**src/rtl/dec_counter_pkg.sv**
```systemverilog
// ============================================================================
// Module   : dec_counter_pkg
// Purpose  : Shared width, constants and count type for the BCD decade counter.
// Revision : 1.0 - initial release
// ============================================================================
`default_nettype none

package dec_counter_pkg;

  localparam int COUNT_W = 4;

  typedef logic [COUNT_W-1:0] count_t;

  localparam count_t DEC_MAX  = 4'd9;
  localparam count_t DEC_ZERO = 4'd0;

endpackage : dec_counter_pkg

`default_nettype wire

```
**src/rtl/dec_counter_if.sv**
```systemverilog
// ============================================================================
// Module   : dec_counter_if
// Purpose  : Current/next count bundle between the count register and its
//            next-state logic.
// Revision : 1.0 - initial release
// ============================================================================
`default_nettype none

interface dec_counter_if
  import dec_counter_pkg::*;
();

  count_t cur;
  count_t nxt;

  // Register side publishes the current count and consumes the next one.
  modport master (output cur, input nxt);
  modport slave  (input cur, output nxt);

endinterface : dec_counter_if

`default_nettype wire

```
**src/rtl/dec_counter_next.sv**
```systemverilog
// ============================================================================
// Module   : dec_counter_next
// Purpose  : Combinational next-state for the decade counter: increment,
//            wrap at MAX_COUNT and recovery of out-of-range values.
// Revision : 1.0 - initial release
// ============================================================================
`default_nettype none

module dec_counter_next
  import dec_counter_pkg::*;
#(
  parameter count_t MAX_COUNT = DEC_MAX
) (
  dec_counter_if.slave nbus
);

  // Anything at or above the terminal value (including upset values) goes to 0.
  always_comb begin
    nbus.nxt = DEC_ZERO;
    if (nbus.cur < MAX_COUNT) begin
      nbus.nxt = nbus.cur + 4'd1;
    end
  end

endmodule : dec_counter_next

`default_nettype wire

```
**src/rtl/dec_counter.sv**
```systemverilog
// ============================================================================
// Module   : dec_counter
// Purpose  : Free-running BCD decade counter, async active-low reset.
//            Define DEC_COUNTER_TC_EN to add the p_tc terminal-count output.
// Revision : 1.0 - initial release
// ============================================================================
`default_nettype none

module dec_counter
  import dec_counter_pkg::*;
#(
  parameter count_t RESET_VALUE = DEC_ZERO,
  parameter count_t MAX_COUNT   = DEC_MAX
) (
  output count_t count,
  input  logic   p_clk_in,
  input  logic   p_rst
`ifdef DEC_COUNTER_TC_EN
  ,
  output logic   p_tc
`endif
);

  count_t count_q;
  count_t count_d;

  dec_counter_if nbus ();

  assign nbus.cur = count_q;
  assign count_d  = nbus.nxt;

  dec_counter_next #(
    .MAX_COUNT (MAX_COUNT)
  ) u_next (
    .nbus (nbus.slave)
  );

  always_ff @(posedge p_clk_in or negedge p_rst) begin
    if (!p_rst) begin
      count_q <= RESET_VALUE;
    end else begin
      count_q <= count_d;
    end
  end

  assign count = count_q;

`ifdef DEC_COUNTER_TC_EN
  // Gated by p_rst so the flag drops the instant reset asserts.
  assign p_tc = p_rst & (count_q == MAX_COUNT);
`endif

endmodule : dec_counter

`default_nettype wire

```
**config.mk**
```make
export PLATFORM = sky130hd
export DESIGN_NAME = dec_counter
export DESIGN_NICKNAME = d
export VERILOG_FILES = /design/src/rtl/dec_counter_pkg.sv /design/src/rtl/dec_counter_if.sv /design/src/rtl/dec_counter_next.sv /design/src/rtl/dec_counter.sv
export SDC_FILE = /design/constraint.sdc
export NUM_CORES = 1
export LEC_CHECK = 0
export CORE_AREA = 5 5 42 44
export CTS_CLUSTER_DIAMETER = 150
export DETAILED_ROUTE_END_ITERATION = 8
export DIE_AREA = 0 0 47 49
export PLACE_DENSITY = 0.4
export SYNTH_ARGS = -nofsm -noshare
export SYNTH_HDL_FRONTEND = slang
export SYNTH_HIERARCHICAL = 1
export SYNTH_SLANG_ARGS = --single-unit
export TNS_END_PERCENT = 100
```
**constraint.sdc**
```tcl
create_clock -name p_clk_in -period 3.1 [get_ports p_clk_in]
set_input_delay 0.465 -clock p_clk_in [delete_from_list [all_inputs] [get_ports p_clk_in]]
set_output_delay 0.465 -clock p_clk_in [all_outputs]
set_load 0.05 [all_outputs]
```
# Word-level counts from Yosys, hierarchy flattened
# Cells that the tools add are included.
dict set report totals {
  regBits 4
  input_bits 2
}
dict set report op_classes {
  magnitude_cmp 1
  n_mux 1
  add_sub_neg 1
}
# cell n
set ops {}
lappend ops {{$add A4 B1 Y4 const B} 1}
lappend ops {{$lt A4 B4 Y1 const B} 1}
lappend ops {{$mux W4} 1}

# Depth between registers and ports, before layout
dict set report logic_depth {
  depth_word 2
  mapped_depth 4
  mapped_depth_nobuf 4
}

# By module
# Netlist, hierarchy kept.
# module n_inst seq_area_each_um2 area_per_inst_um2 cells_each
set by_module_without_submodules {}
lappend by_module_without_submodules {dec_counter 1 100.1 100.1 4}
lappend by_module_without_submodules {dec_counter_next 1 0.0 91.3 12}

# Worst setup path before layout
# Ideal clock, no wire load.
dict set report synth_path {
  kind {register -> register}
  startpoint {register count_q[0], in the netlist count[0]}
  endpoint {register count_q[3], in the netlist count[3]}
  path_buffers 0
  setup_slack_ns 1.686
  stages_incl_launch_ff 5
  arrival_time_ns 1.292
  t_required_ns 2.978
  setup_time_ns 0.122
  cell_sequence {dfrtp_1 > inv_1 > ha_1 > nor2b_1 > a32o_1}
}
dict set report synth_between {
  elab_chain_len 2
}
# item line
set synth_rtl {}
lappend synth_rtl {{from (decl)} dec_counter.sv:24} ;# count_t count_q;
lappend synth_rtl {{from (signal assigned)} dec_counter.sv:42} ;# count_q <= count_d;
lappend synth_rtl {{$add A4 B1 Y4 or $lt A4 B4 Y1 (tied branches)} {dec_counter_next.sv:21, dec_counter_next.sv:20}}
lappend synth_rtl {{$mux W4 (*)} dec_counter_next.sv:20} ;# if (nbus.cur < MAX_COUNT) begin
lappend synth_rtl {{via count_d[3]} dec_counter.sv:25} ;# count_t count_d;
# Mark *: on every way through the listed nets, which the timed path passes. The rest lies on a longest branch.

# Final worst setup path
dict set report layout_path {
  startpoint {register count_q[3], in the netlist count[3]}
  endpoint {output port count[3]}
}
# item line
set layout_rtl {}
lappend layout_rtl {{to (decl)} dec_counter.sv:15} ;# output count_t count,
# No word-level cell between the ends.

==> flow_summary.json <==
{
  "leakage_nw": 0.1196,
  "crit_fanout": 6,
  "synth_top_family_by_area": "compound AO/OA/AOI/OAI gates",
  "clockBufferDepth": 2,
  "firstDrtPassIters": 2,
  "syn_area_um2": 191.4,
  "rsz0062_at_grt": "no",
  "largest_reg_flops": 4,
  "crit_family": "buffers and inverters",
  "antenna_found_initial": 0,
  "status": "finished clean",
  "ff_latch_area_um2": 100.1,
  "nNetsFinal": 30,
  "drcViolationCount": 0,
  "power_density_mw_per_mm2": 411.2,
  "post-place-ws_ps": 1383,
  "ys_types": 10,
  "max_freq_mhz": 512.5,
  "hold_path.class": "input port to async pin",
  "critPathLaunchType": "flip-flop",
  "cp.arrival_ps": 1490,
  "vias": 141,
  "ctsResizeCount": 0,
  "yosys_warnings": 6,
  "vias_per_cell": 3.525,
  "dieArea_mm2": 0.002303,
  "final_hold_viol_count": 0,
  "start_util_pct": 13.66,
  "tightest_slew_ps": 495.0,
  "synth_compound_area_share_pct": 16.34,
  "crit_chain": "clkdlybuf4s50_1",
  "multiInputGateArea_um2": 83.83,
  "synth.area.top_cells": "dfrtp_1, ha_1, nor2b_1",
  "synth_xor_area_share_pct": 4.575,
  "ys_seq_area_share_pct": 52.29,
  "cts.sinks": 4,
  "slew_headroom_pct": 66.90,
  "synth_area_per_cell_um2": 11.96,
  "drv_slew": 0,
  "clock-root-buffer": "clkbuf_4",
  "fp.dieH_um": 49,
  "power_mw": 0.1168,
  "cts_buffers": 3,
  "grtUsageTotal_pct": 4.102,
  "synth_common_cells": "dfrtp_1, ha_1, inv_1, nor2b_1",
  "wl_per_cell_um": 8.775,
  "fin_crit_ps": 1951,
  "fin_ws_ps": 1149,
  "cts_setup_buffers": 0,
  "setup_viol": 0,
  "drive_above_1_share_pct": 12.50,
  "grt_max_degree": 7,
  "setup-tns-final_ps": 0,
  "row_count": 14,
  "syn_inst": 16,
  "synth_nets": 20,
  "ios": 6,
  "vdd_ir_drop_max_mv": 0.1535,
  "finClkSkew_ps": 0.4364,
  "synth-simple-area-share_pct": 9.804,
  "gp_congestion": 0.7582,
  "cap_violations": 0,
  "path_buf_inv": 1,
  "end_kind": "output pin",
  "yosysMostFrequentCell": "dfrtp_1",
  "antenna_left": 0,
  "portBuffers": 5,
  "synthFlopType": "dfrtp_1",
  "grt.overflow.total": 0,
  "synthMuxAreaShare_pct": 0,
  "htree_levels": 1,
  "drtIter0Drc": 1,
  "critPathKind": "flip-flop to output pin",
  "die_w_um": 47,
  "fin_crit_sh_pct": 62.94,
  "synth_top_area_share_pct": 52.29,
  "grt_pass1_wl_um": 600,
  "drt-total-wl_um": 351,
  "cp.required_ps": 2630,
  "clk_latency_ps": 230,
  "grt_pass1_vias": 150,
  "crit_slowest_cell": "clkdlybuf4s50_1",
  "cp_slowest_stage_delay_ps": 840,
  "synth_edf_count": 0,
  "core_region_area_mm2": 0.001401,
  "holdBufCountCts": 0,
  "antenna_cells": 0,
  "synth_adder_area_share_pct": 13.07,
  "synthArstFlopShare_pct": 100.0,
  "cts_tree": "done",
  "syn2layout_area_growth_pct": 48.37,
  "yosysTopAreaCell": "dfrtp_1",
  "synth-seq-cells": 4,
  "path_clk_slew_ps": 40,
  "fill_cells": 163
}
==> routing by layer <==
| metal | routed length (µm) | GRT usage [%] | up-vias |
|---|---|---|---|
| met1 | 174 | 5.568 | 63 |
| met2 | 131 | 4.072 | 6 |
| met3 | 44 | 1.107 | 0 |
| li1 | - | - | 72 |
| met4 | 0 | 5.530 | 0 |
| met5 | 0 | 0 | - |
==> power breakdown <==
group          total [mW]  switching [mW]  internal [mW]
registers          0.0525               0         0.0525
logic             0.00197        0.000854        0.00112
clock network      0.0623          0.0191         0.0432
total               0.117          0.0200         0.0968
==> logic make-up (layout without fill, tap and decap cells) <==
logic type | after synthesis | in the layout
AO/OA/AOI/OAI | 4 | 4
XOR/XNOR | 1 | 1
adder cells (fa/ha/maj) | 2 | 2
buffers and inverters | 2 | 10
flip-flops | 4 | 4
AND/OR/NAND/NOR | 3 | 3
==> through the flow <==
| stage | cells | utilization [%] | area (µm²) | hold slack (ps) |
|---|---|---|---|---|
| finish | 40 | 20.27 | 284.0 | 431.0 |
| global route | 40 | 20.27 | 284.0 | 447.8 |
| CTS | 40 | 20.27 | 284.0 | 423.3 |
| detailed placement | 37 | 18.66 | 261.5 | 511.0 |
| global placement | 37 | 18.66 | 261.5 | 515.4 |
| floorplan | 16 | - | 191.4 | 169.4 |
==> placed cells by master, fill, tap and decap left out <==
master / instances
clkdlybuf4s50_1: 5
dfrtp_1: 4
clkbuf_4: 3
inv_1: 2
nor2b_1: 2
ha_1: 2
xnor2_1: 1
o2bb2ai_1: 1
nand2b_1: 1
a21boi_1: 1
a21oi_1: 1
a32o_1: 1
==> final timing paths <==
| kind | start | slack [ps] | depth (start not counted) | endpoint |
|---|---|---|---|---|
| setup / recovery | count[3] | 1150 | 1 | count[3] |
| hold / removal | p_rst | 430 | 1 | count[1] |
| setup reg to reg | count[0] | 1970 | 4 | count[3] |
| hold reg to reg | count[0] | 500 | 1 | count[0] |
| max in group asynchronous | p_rst | 2510 | 1 | count[0] |
| min in group p_clk_in | count[0] | 500 | 1 | count[0] |
==> cell type report <==
class | count | share of cell area [%]
Clock buffer | 3 | 7.930
Tap cell | 16 | 7.048
Inverter | 2 | 2.643
Multi-Input combinational cell | 10 | 29.52
Sequential cell | 4 | 35.24
Timing Repair Buffer | 5 | 17.62
==> worst register-to-register path: stages (launching register included) <==
cell and delay (ps):
dfrtp_1 400, inv_1 60, ha_1 200, nor2b_1 140
a32o_1 210
Note: power is estimated with default switching activity, not from simulation.
==> edit, RTL diff (same flow settings) <==
Register the output `count` once more, without a reset; this adds one clock of latency there.
--- a/src/rtl/dec_counter.sv
+++ b/src/rtl/dec_counter.sv
@@ -43,7 +43,9 @@
     end
   end
 
-  assign count = count_q;
+  always_ff @(posedge p_clk_in) begin
+    count <= count_q;
+  end
 
 `ifdef DEC_COUNTER_TC_EN
   // Gated by p_rst so the flag drops the instant reset asserts.
Formal check against the unedited RTL: not equivalent (Yosys sat finds a counterexample within 4 cycles, from zero or initial values and one cycle with p_rst low).
==> edit against the unedited design <==
Total power grew 63%. Register-to-register slack is essentially flat. Non-clock buffer count unchanged. Wire length up 34%. Sequential cell count up 4. Final area rose by 30%. Maximum frequency up 6.8%. Utilization is 6.0 points higher. Worst hold slack worse by 17 ps. Setup slack better by 120 ps. Synthesized area up 42%. First-iteration DRC count grew 100%. Highest routed layer unchanged.
==> edit: results (changes against the unedited design) <==
Routing
  – WL per Instance: 10.4 um (was 8.78 um)
  – Met1 Wirelength: 204 um (was 174 um)
  – DR WL met2: 223 um (was 131 um)
  – Final wirelength: 469 um (was 351 um)
  – Routed vias: 169 (was 141)
  – WL met3: 41 um (was 44 um)

Power and ir drop
  – Switch share: 19.3% (was 17.1%)
  – Part of the power in the clock network: 44.6% (was 53.3%)
  – Internal: 154 uW (was 96.8 uW)
  – P_leak: 0.153 nW (was 0.120 nW)
  – Max VDD drop: 0.000155 V (was 0.000154 V)
  – Logic power comb: 2.14 uW (was 1.97 uW)

GRT
  – Met2 Usage GRT: 6.79% (was 4.07%)
  – First-pass GRT wire length: 800 um (was 600 um)
  – GR Util met1: 5.83% (was 5.57%)
  – All-Layer GR Usage: 5.24% (was 4.10%)
  – Met3 Use GR: 3.32% (was 1.11%)

Clock tree
  – Clk slew on worst S/H paths: 60 ps (was 40 ps)
  – Worst skew pair latency: 250 ps (was 230 ps)

Cells and area
  – # nets final: 34 (was 30)

Synth
  – Ranking of synthesized cells by area: dfrtp_1, dfxtp_1, ha_1 (was dfrtp_1, ha_1, nor2b_1)
  – Asr flop ratio synth: 50.0% (was 100%)
  – Cell count after synthesis: 20 (was 16)
  – Synth Net Count: 24 (was 20)

Critical path
  – Crit-path max FO: 1 (was 6)
  – Arrival time at the worst endpoint: 1360 ps (was 1490 ps)

Status
  – Status: finished, final reports clean (unchanged)

Place
  – GP Congestion: 0.734 (was 0.758)

Timing
  – Worst Skew: 6.67 ps (was 0.436 ps)
-- edit: final cells by class --
type,count,area (sq um),area share (%)
timing repair buffer,5,50.0,13.6
multi-input combinational,10,83.8,22.8
clock buffer,4,26.3,7.14
sequential,8,180,49.0
tap,16,20.0,5.44
inverter,2,7.51,2.04
-- edit: kinds of logic after synthesis --
logic type | synth area share [%]
xor gates and xnor gates | 3.23
and+or+nand+nor | 6.91
adders and majority gates | 9.22
DFF | 66.4
AOI/OAI and AO/OA | 11.5
buffers and inverters | 2.77
-- edit: path summary, 6_finish.rpt --
| check | from | end | depth (start not counted) |
|---|---|---|---|
| max | count[0] | count[0] | 1 |
| min | p_rst | count_q[3] | 1 |
| max reg2reg | count_q[0] | count_q[3] | 4 |
| min reg2reg | count_q[1] | count[1] | 0 |
| max in group asynchronous | p_rst | count_q[1] | 1 |
| min in group p_clk_in | count_q[1] | count[1] | 0 |
